**src/rtl/puf_ctrl_pkg.sv**
```systemverilog
// puf_ctrl_pkg: shared FSM state type, reset challenge and vote threshold for the DAPUF sequencer
// Contents:
//   state_e      - sequencer states IDLE/PRE/EVAL/DONE
//   CHAL_DEFAULT - challenge bus value after reset
//   vote_thr()   - majority threshold; a bit wins when its vote count exceeds this
package puf_ctrl_pkg;

    typedef enum logic [1:0] {IDLE, PRE, EVAL, DONE} state_e;

    localparam logic [39:0] CHAL_DEFAULT = 40'hFF_FFFF_FFFF;

    function automatic int vote_thr(input int num_eval);
        return num_eval / 2;
    endfunction

endpackage

```
**src/rtl/puf_vote_bank.sv**
```systemverilog
// puf_vote_bank: RESP_W parallel vote counters with clear, sample enable and majority output
// Ports:
//   clk_i, rst_i - clock, synchronous active-high reset
//   clr_i        - zero all counters (wins over sample_i)
//   sample_i     - add resp_i into the counters this cycle
//   resp_i       - raw response bits
//   maj_o        - majority of the counts as they will be after this edge
//   unst_o       - (PUF_UNSTABLE_MASK_EN only) count neither 0 nor NUM_EVAL after this edge
module puf_vote_bank
    import puf_ctrl_pkg::*;
#(
    parameter int RESP_W   = 40,
    parameter int NUM_EVAL = 5
) (
    input  logic              clk_i,
    input  logic              rst_i,
    input  logic              clr_i,
    input  logic              sample_i,
    input  logic [RESP_W-1:0] resp_i,
`ifdef PUF_UNSTABLE_MASK_EN
    output logic [RESP_W-1:0] maj_o,
    output logic [RESP_W-1:0] unst_o
`else
    output logic [RESP_W-1:0] maj_o
`endif
);

    localparam int CW = $clog2(NUM_EVAL + 1);
    localparam logic [CW-1:0] THR = CW'(vote_thr(NUM_EVAL));

    logic [CW-1:0] cnt_q [RESP_W];
    logic [CW-1:0] cnt_d [RESP_W];

    // Outputs look at the next-state counts so the controller can register
    // the final verdict on the same edge that takes the last sample.
    always_comb begin
        for (int i = 0; i < RESP_W; i++) begin
            cnt_d[i] = clr_i ? '0 : cnt_q[i] + CW'(sample_i & resp_i[i]);
            maj_o[i] = cnt_d[i] > THR;
        end
    end

`ifdef PUF_UNSTABLE_MASK_EN
    localparam logic [CW-1:0] ALL = CW'(NUM_EVAL);

    always_comb begin
        for (int i = 0; i < RESP_W; i++) begin
            unst_o[i] = (cnt_d[i] != '0) && (cnt_d[i] != ALL);
        end
    end
`endif

    always_ff @(posedge clk_i) begin
        for (int i = 0; i < RESP_W; i++) begin
            cnt_q[i] <= rst_i ? '0 : cnt_d[i];
        end
    end

endmodule

```
**src/rtl/puf_eval_ctrl.sv**
```systemverilog
// puf_eval_ctrl: DAPUF precharge/evaluate sequencer with NUM_EVAL-way majority voting
// Ports:
//   Clk, RST      - clock, synchronous active-high reset
//   start         - request pulse, accepted only in IDLE
//   challenge_in  - challenge sampled on the accepted start
//   resp_in       - raw DAPUF outputs
//   challenge_o   - challenge bus to the array (all ones after reset)
//   excite_l/_r   - excite lines, high except during EVAL
//   busy          - high in PRE, EVAL and DONE
//   done          - one-cycle pulse, response_out valid from this cycle
//   response_out  - majority-voted response, held until next done or reset
//   unstable_mask - (PUF_UNSTABLE_MASK_EN only) bits that disagreed across evaluations
module puf_eval_ctrl
    import puf_ctrl_pkg::*;
#(
    parameter int CHAL_W   = 40,
    parameter int RESP_W   = 40,
    parameter int PRE_CYC  = 2,
    parameter int EVAL_CYC = 19,
    parameter int NUM_EVAL = 5
) (
    input  logic              Clk,
    input  logic              RST,
    input  logic              start,
    input  logic [CHAL_W-1:0] challenge_in,
    input  logic [RESP_W-1:0] resp_in,
    output logic [CHAL_W-1:0] challenge_o,
    output logic              excite_l,
    output logic              excite_r,
    output logic              busy,
    output logic              done,
`ifdef PUF_UNSTABLE_MASK_EN
    output logic [RESP_W-1:0] response_out,
    output logic [RESP_W-1:0] unstable_mask
`else
    output logic [RESP_W-1:0] response_out
`endif
);

    if (NUM_EVAL < 1 || (NUM_EVAL % 2) == 0) begin : g_bad_num_eval
        $error("puf_eval_ctrl: NUM_EVAL must be odd and at least 1");
    end
    if (PRE_CYC < 1 || EVAL_CYC < 1) begin : g_bad_cyc
        $error("puf_eval_ctrl: PRE_CYC and EVAL_CYC must be at least 1");
    end

    localparam int PW = $clog2((PRE_CYC > EVAL_CYC ? PRE_CYC : EVAL_CYC) + 1);
    localparam int EW = $clog2(NUM_EVAL + 1);

    state_e            state_q;
    logic [PW-1:0]     phase_q;
    logic [EW-1:0]     eval_q;
    logic [CHAL_W-1:0] chal_q;
    logic              excite_q;
    logic              busy_q;
    logic              done_q;
    logic [RESP_W-1:0] resp_q;
    logic [RESP_W-1:0] maj;
    logic              accept;
    logic              sample;
    logic              pre_last;
    logic              eval_last;

    assign accept    = (state_q == IDLE) && start;
    assign pre_last  = phase_q == PW'(PRE_CYC - 1);
    assign eval_last = phase_q == PW'(EVAL_CYC - 1);
    assign sample    = (state_q == EVAL) && eval_last;

`ifdef PUF_UNSTABLE_MASK_EN
    logic [RESP_W-1:0] unst;
    logic [RESP_W-1:0] unst_q;

    puf_vote_bank #(.RESP_W(RESP_W), .NUM_EVAL(NUM_EVAL)) u_votes (
        .clk_i(Clk), .rst_i(RST), .clr_i(accept), .sample_i(sample),
        .resp_i(resp_in), .maj_o(maj), .unst_o(unst)
    );

    always_ff @(posedge Clk) begin
        unst_q <= RST ? '0 : (sample && eval_q == EW'(NUM_EVAL - 1)) ? unst : unst_q;
    end

    assign unstable_mask = unst_q;
`else
    puf_vote_bank #(.RESP_W(RESP_W), .NUM_EVAL(NUM_EVAL)) u_votes (
        .clk_i(Clk), .rst_i(RST), .clr_i(accept), .sample_i(sample),
        .resp_i(resp_in), .maj_o(maj)
    );
`endif

    always_ff @(posedge Clk) begin
        if (RST) begin
            state_q  <= IDLE;
            phase_q  <= '0;
            eval_q   <= '0;
            chal_q   <= CHAL_W'(CHAL_DEFAULT);
            excite_q <= 1'b1;
            busy_q   <= 1'b0;
            done_q   <= 1'b0;
            resp_q   <= '0;
        end else begin
            done_q <= 1'b0;
            case (state_q)
                IDLE: begin
                    if (start) begin
                        state_q <= PRE;
                        chal_q  <= challenge_in;
                        phase_q <= '0;
                        eval_q  <= '0;
                        busy_q  <= 1'b1;
                    end
                end
                PRE: begin
                    phase_q <= pre_last ? '0 : phase_q + 1'b1;
                    if (pre_last) begin
                        state_q  <= EVAL;
                        excite_q <= 1'b0;
                    end
                end
                EVAL: begin
                    phase_q <= eval_last ? '0 : phase_q + 1'b1;
                    if (eval_last) begin
                        excite_q <= 1'b1;
                        eval_q   <= eval_q + 1'b1;
                        // maj already includes this evaluation's sample
                        if (eval_q == EW'(NUM_EVAL - 1)) begin
                            state_q <= DONE;
                            done_q  <= 1'b1;
                            resp_q  <= maj;
                        end else begin
                            state_q <= PRE;
                        end
                    end
                end
                DONE: begin
                    state_q <= IDLE;
                    busy_q  <= 1'b0;
                end
                default: state_q <= IDLE;
            endcase
        end
    end

    assign challenge_o  = chal_q;
    assign excite_l     = excite_q;
    assign excite_r     = excite_q;
    assign busy         = busy_q;
    assign done         = done_q;
    assign response_out = resp_q;

endmodule

```
**config.mk**
```make
export PLATFORM = sky130hd
export DESIGN_NAME = puf_eval_ctrl
export DESIGN_NICKNAME = d
export VERILOG_FILES = /design/src/rtl/puf_ctrl_pkg.sv /design/src/rtl/puf_vote_bank.sv /design/src/rtl/puf_eval_ctrl.sv
export SDC_FILE = /design/constraint.sdc
export NUM_CORES = 1
export LEC_CHECK = 0
export CORE_UTILIZATION = 42
export DETAILED_ROUTE_END_ITERATION = 16
export PLACE_DENSITY = 0.63
export SYNTH_ARGS = -nofsm -noshare
export SYNTH_HDL_FRONTEND = slang
export SYNTH_SLANG_ARGS = --single-unit
```
**constraint.sdc**
```tcl
create_clock -name Clk -period 3.35 [get_ports Clk]
set_input_delay 0.67 -clock Clk [delete_from_list [all_inputs] [get_ports Clk]]
set_output_delay 0.67 -clock Clk [all_outputs]
set_load 0.1 [all_outputs]
```
* After elaboration in Yosys (flattened, before gate mapping) *
Memory sizes are Yosys's and may differ from the RTL's.
Cells that the tools add are included.

word-level totals
  flip-flop bits (word level) = 93
  RAM bits = 120
  output and inout bits = 84
  memories kept = 1

memory list
  memory         words  bits a word  read ports  clocked after memory_dff  wr ports  line                 RTL
  u_votes.cnt_q  40     3            40          0                         40        puf_vote_bank.sv:31  logic [CW-1:0] cnt_q [RESP_W];

cells by class
  add/sub/neg operators = 42
  magnitude comparators = 40
  equal/unequal tests = 9
  multiplexer cells = 98
  bitwise gates (word level) = 42
  reduce and logical (&&, ||, !) cells = 15

operators with widths
  kind                                                                             number
  3-bit 2-to-1 mux                                                                 82
  3-bit adder                                                                      40
  3-bit by 2-bit greater-than comparator with 1-bit output, second input constant  40
  1-bit AND                                                                        40
  5-bit 2-to-1 mux                                                                 3
  5-bit case mux with 3 select lines                                               1
  3-bit AND reduction                                                              4
  2-bit 2-to-1 mux                                                                 4
  2-bit case mux with 4 select lines                                               1
  2-bit inequality test, second input constant                                     3
  3-bit case mux with 2 select lines                                               1
  2-bit AND reduction                                                              3
  2-bit nonzero test                                                               3
  5-bit by 1-bit adder with 5-bit output, second input constant                    1
  5-bit by 1-bit == test with 1-bit output, second input constant                  1
  5-bit == test, second input constant                                             1
  2-bit == test, second input constant                                             2
  1-bit 2-to-1 mux                                                                 4
  1-bit case mux with 2 select lines                                               2
  3-bit by 1-bit adder with 3-bit output, second input constant                    1
  3-bit == test, second input constant                                             1
  3-bit nonzero test                                                               1
  3-bit OR reduction                                                               1
  2-bit by 1-bit == test with 1-bit output, second input constant                  1
  other kinds (3)                                                                  5

* Logic depth before layout (Yosys ltp) *
  depth after elaboration = 6
  gate-level depth with buffers = 12

* By module *
A second synthesis with hierarchy kept.

second synthesis, totals
  cell total of the unflattened synthesis = 949
  area, all modules = 8,798.4 µm²

by module, submodules not included
  module         instances  cells an instance  area an instance (µm²)
  puf_vote_bank  1          504                5,200.0
  puf_eval_ctrl  1          445                3,598.5

* Worst setup path before layout *
OpenSTA, ideal clock, no wires.

  kind = register -> register
  from = reg phase_q[0]
  to = reg resp_q[18], in the netlist response_out[18]
  data arrival time = 2,072 ps
  required time = 3,218 ps
  slack = 1,146 ps
  stages on the path, launching flop included = 13
  buffers on the path = 2
  period minus slack after synthesis = 2,204 ps
  path through = dfxtp_1 inv_1 ha_1 and4bb_2 clkbuf_1 clkbuf_1 and3_1 ha_1 ha_1 xnor2_1 nand2_1 nand3_1 a21oi_1

between the ends
  word-level cells in the longest chain between the ends = 6

RTL lines
  element                                                   line                  RTL
  from (decl)                                               puf_eval_ctrl.sv:51   logic [PW-1:0] phase_q;
  from (signal assigned)                                    puf_eval_ctrl.sv:113  phase_q <= pre_last ? '0 : phase_q + 1'b1;
  from (signal assigned)                                    puf_eval_ctrl.sv:120  phase_q <= eval_last ? '0 : phase_q + 1'b1;
  5-bit == test *                                           puf_eval_ctrl.sv:66   assign eval_last = phase_q == PW'(EVAL_CYC - 1);
  1-bit logical AND                                         puf_eval_ctrl.sv:67   assign sample = (state_q == EVAL) && eval_last;
  1-bit AND                                                 puf_vote_bank.sv:38   cnt_d[i] = clr_i ? '0 : cnt_q[i] + CW'(sample_i & resp_i[i]);
  3-bit adder                                               puf_vote_bank.sv:38
  3-bit 2-to-1 mux                                          puf_vote_bank.sv:38
  3-bit by 2-bit greater-than comparator with 1-bit output  puf_vote_bank.sv:39   maj_o[i] = cnt_d[i] > THR;
  to (signal assigned)                                      puf_eval_ctrl.sv:128  resp_q <= maj;
  to (decl)                                                 puf_eval_ctrl.sv:57   logic [RESP_W-1:0] resp_q;

Mark *: on every way between the ends. The rest lies on a longest branch, timed or not.
A chain may end at the register's enable or synchronous reset.

* Worst setup path after layout *
  from = reg state_q[0]
  to = reg resp_q[17], in the netlist response_out[17]

between the ends
  word-level cells in the longest chain between the ends = 6

RTL lines
  element                                                   line                                       RTL
  from (decl)                                               puf_eval_ctrl.sv:50                        state_e state_q;
  from (signal assigned)                                    puf_eval_ctrl.sv:92                        state_q <= IDLE;
  from (signal assigned)                                    puf_eval_ctrl.sv:105                       state_q <= PRE;
  from (signal assigned)                                    puf_eval_ctrl.sv:115                       state_q <= EVAL;
  2-bit == test                                             puf_eval_ctrl.sv:67, puf_eval_ctrl.sv:102
  1-bit logical AND                                         puf_eval_ctrl.sv:67
  1-bit AND                                                 puf_vote_bank.sv:38
  3-bit adder                                               puf_vote_bank.sv:38
  3-bit 2-to-1 mux                                          puf_vote_bank.sv:38
  3-bit by 2-bit greater-than comparator with 1-bit output  puf_vote_bank.sv:39

Parallel ways exist; a longest one is shown, timed or not.

==> flow_metrics.env <==
export IMPL_coreArea_sq_mm=0.0204
export IMPL_clockBufferDepth=3
export IMPL_via_per_inst=4.94
export IMPL_final_setup_viol_count=0
export IMPL_use_met1_pct=23.6
export IMPL_num_io_pins=167
export IMPL_synth_commonest_cells="dfxtp_1, nand2_1, ha_1"
export IMPL_instances_no_fill=1342
export IMPL_cts_root_buffer="clkbuf_16"
export IMPL_synthDistinctLibCells=36
export IMPL_setup_tns_final_ps=0
export IMPL_synthFlopType="dfxtp_1"
export IMPL_async_reset_ff_share_pct=0
export IMPL_relSlewSlack_pct=31.8
export IMPL_cp_arrival_ps=3130
export IMPL_portBuffers=166
export IMPL_rsz0062_at_grt="no"
export IMPL_cts_tree="yes"
export IMPL_drv_slew=0
export IMPL_p_leak_nw=5.31
export IMPL_yosys_warnings=0
export IMPL_netlist_instances=916
export IMPL_final_hold_viol_count=0
export IMPL_synth_net_count=1090
export IMPL_hold_class="reg -> reg"
export IMPL_p_total_w=0.00733
export IMPL_clk_latency_ps=500
export IMPL_rows=52
export IMPL_top_usage_layer="met2"
export IMPL_skew_ps=9.87
export IMPL_grt_max_degree=81
export IMPL_grt_antenna_before_repair=0
export IMPL_start_util_pct=43.1
export IMPL_drtPass1Iterations=4
export IMPL_antennaDiodeCount=0
export IMPL_detail_route_antenna_nets=0
export IMPL_fillers=1905
export IMPL_htree_levels=1
export IMPL_ctsResizeCount=0
export IMPL_cts_sinks=213
export IMPL_cp_top_family="adder cells"
export IMPL_status="finished clean"
export IMPL_grt_pass1_vias=6451
export IMPL_path_class="reg -> reg"
export IMPL_met2_usage_pct=30.5
export IMPL_postSynthAreaPerCell_sq_um=9.59
export IMPL_design_die_area_sq_mm=0.0215
export IMPL_area_growth_pct=27.8
export IMPL_ys_ff_latch=213
export IMPL_synth_top_cell_by_area="dfxtp_1"
export IMPL_max_stage_delay_ps=870
export IMPL_max_vdd_ir_drop_mv=0.550
export IMPL_hpwl_um=12100
export IMPL_cts_hold_buf=0
export IMPL_cp_start_kind="flip-flop"
export IMPL_min_period_over_period_pct=81.1
export IMPL_drcViolationCount=0
export IMPL_synth_top_cell_area_share_pct=48.5
export IMPL_fmax_mhz=368
export IMPL_cp_max_fo=52
export IMPL_placed_cells=1302
export IMPL_numCtsBuffers=23
export IMPL_tightest_slew_ps=1020
export IMPL_grt_overflow_total=0
export IMPL_nets=1231
export IMPL_grt_use_met3_pct=4.03
export IMPL_vias=6634
export IMPL_grt_pass1_wl_um=32200
export IMPL_post_cts_buffers=0
export IMPL_crit_chain="inv_1 > ha_2 > nand3_1 > nor2_4 > buf_4 > nand3_1 > a21oi_1"
export IMPL_cp_buffers_inverters=2
export IMPL_cpMostUsedCell="nand3_1"
export IMPL_critPathSlowestCell="ha_2"
export IMPL_gp_congestion=0.734
export IMPL_die_h_um=147
export IMPL_power_density_mw_per_mm2=652
export IMPL_syn_area_sq_mm=0.00879
export IMPL_wirelength_um=19500
export IMPL_grt_usage_pct=18.3
export IMPL_drv_cap=0
export IMPL_end_kind="flip-flop"
export IMPL_synth_edff_count=0
export IMPL_routedWlPerCell_um=14.5
export IMPL_die_w_um=147
export IMPL_period_minus_slack_ps=2720
export IMPL_clkTransAtPathRegs_ps=60
export IMPL_drt_iter0_drc=229
export IMPL_synth_most_common_cell="dfxtp_1"
export IMPL_cp_required_ps=3770
export IMPL_ys_top_cells_by_area="dfxtp_1, ha_1, and2_1"
export IMPL_ys_seq_area_share_pct=48.5
export IMPL_drive_above_1_share_pct=11.8
## per-layer routing
layer | vias to the layer above | share of wire [%]
met1 | 3100 | 47
met4 | 0 | 1.9
met3 | 26 | 5.4
met2 | 128 | 46
li1 | 3380 | -
met5 | - | 0
## through the flow
step           setup WS [ps]  area [sq um]  utilization, %  hold WS [ps]
3_5_place_dp             625         10500            51.4           444
3_3_place_gp             664         10500            51.4           441
5_1_grt                  384         11200            55.1           470
4_1_cts                  595         11200            55.1           452
6_report                 632         11200            55.1           449
2_1_floorplan           1150          8790               -           463
## worst paths after layout
kind / to / depth (start not counted) / slack [ps] / from
worst min-delay path: response_out[2] / 2 / 450 / response_out[2]
worst max-delay path: response_out[17] / 7 / 630 / state_q[0]
worst max register to register: response_out[17] / 7 / 630 / state_q[0]
worst min register to register: response_out[2] / 2 / 450 / response_out[2]
## worst register-to-register path: stages (launching register included)
cell and delay [ps]:
dfxtp_1 360, inv_1 120, ha_2 870, nand3_1 340, nor2_4 150, buf_4 440, nand3_1 190, a21oi_1 160
## layout make-up
type	instances	area, sq um	share of cell area (%)
clock inverter	6	65.1	0.579
timing repair buffer	176	1560	13.9
inverter	7	26.3	0.234
sequential	213	4260	38.0
multi-input combinational	636	4290	38.2
clock buffer	34	687	6.12
tap	270	338	3.01
## power breakdown
part | internal, W | leakage (nW) | switching, W
Combinational | 0.000503 | 3.21 | 0.00156
Sequential | 0.00268 | 1.73 | 0.0000911
Clock | 0.00150 | 0.375 | 0.000991
Total | 0.00468 | 5.31 | 0.00265
## sequential cells by signal, indices dropped and copies added, names as in the netlist
name and flops:
done 1, u_votes.cnt_q 120, excite_l 1, response_out 40, phase_q 5, state_q 2, busy 1, eval_q 3
challenge_o 40
## cells in the final DEF, fill, tap and decap left out, types with 2 or more instances in the layout
cell type | netlist | layout
o21ai_0 | 3 | 3
nand2b_1 | 3 | 2
nor3_1 | 2 | 2
ha_1 | 91 | 90
xnor2_1 | 42 | 42
clkdlybuf4s50_1 | 0 | 96
clkinv_2 | 0 | 3
buf_4 | 1 | 80
clkbuf_8 | 0 | 7
clkbuf_1 | 50 | 4
and3_1 | 80 | 80
clkbuf_16 | 0 | 23
dfxtp_1 | 213 | 213
a211o_1 | 40 | 40
nand2_1 | 129 | 128
a211oi_1 | 2 | 2
inv_1 | 7 | 7
nor4b_1 | 3 | 3
a21oi_1 | 46 | 45
nor2_1 | 54 | 53
nor2b_1 | 2 | 2
and2_1 | 82 | 82
nand3_1 | 41 | 41
## logic make-up after synthesis
kind of cell / count (synthesis) / share of synthesized area, %
AND/OR/NAND/NOR: 402 / 23.2
XOR/XNOR: 42 / 4.19
AO/OA/AOI/OAI: 101 / 8.13
adder cells (fa/ha/maj): 91 / 13.0
flip-flops: 213 / 48.5
buffers and inverters: 67 / 3.03
(Power assumes the default switching activity.)
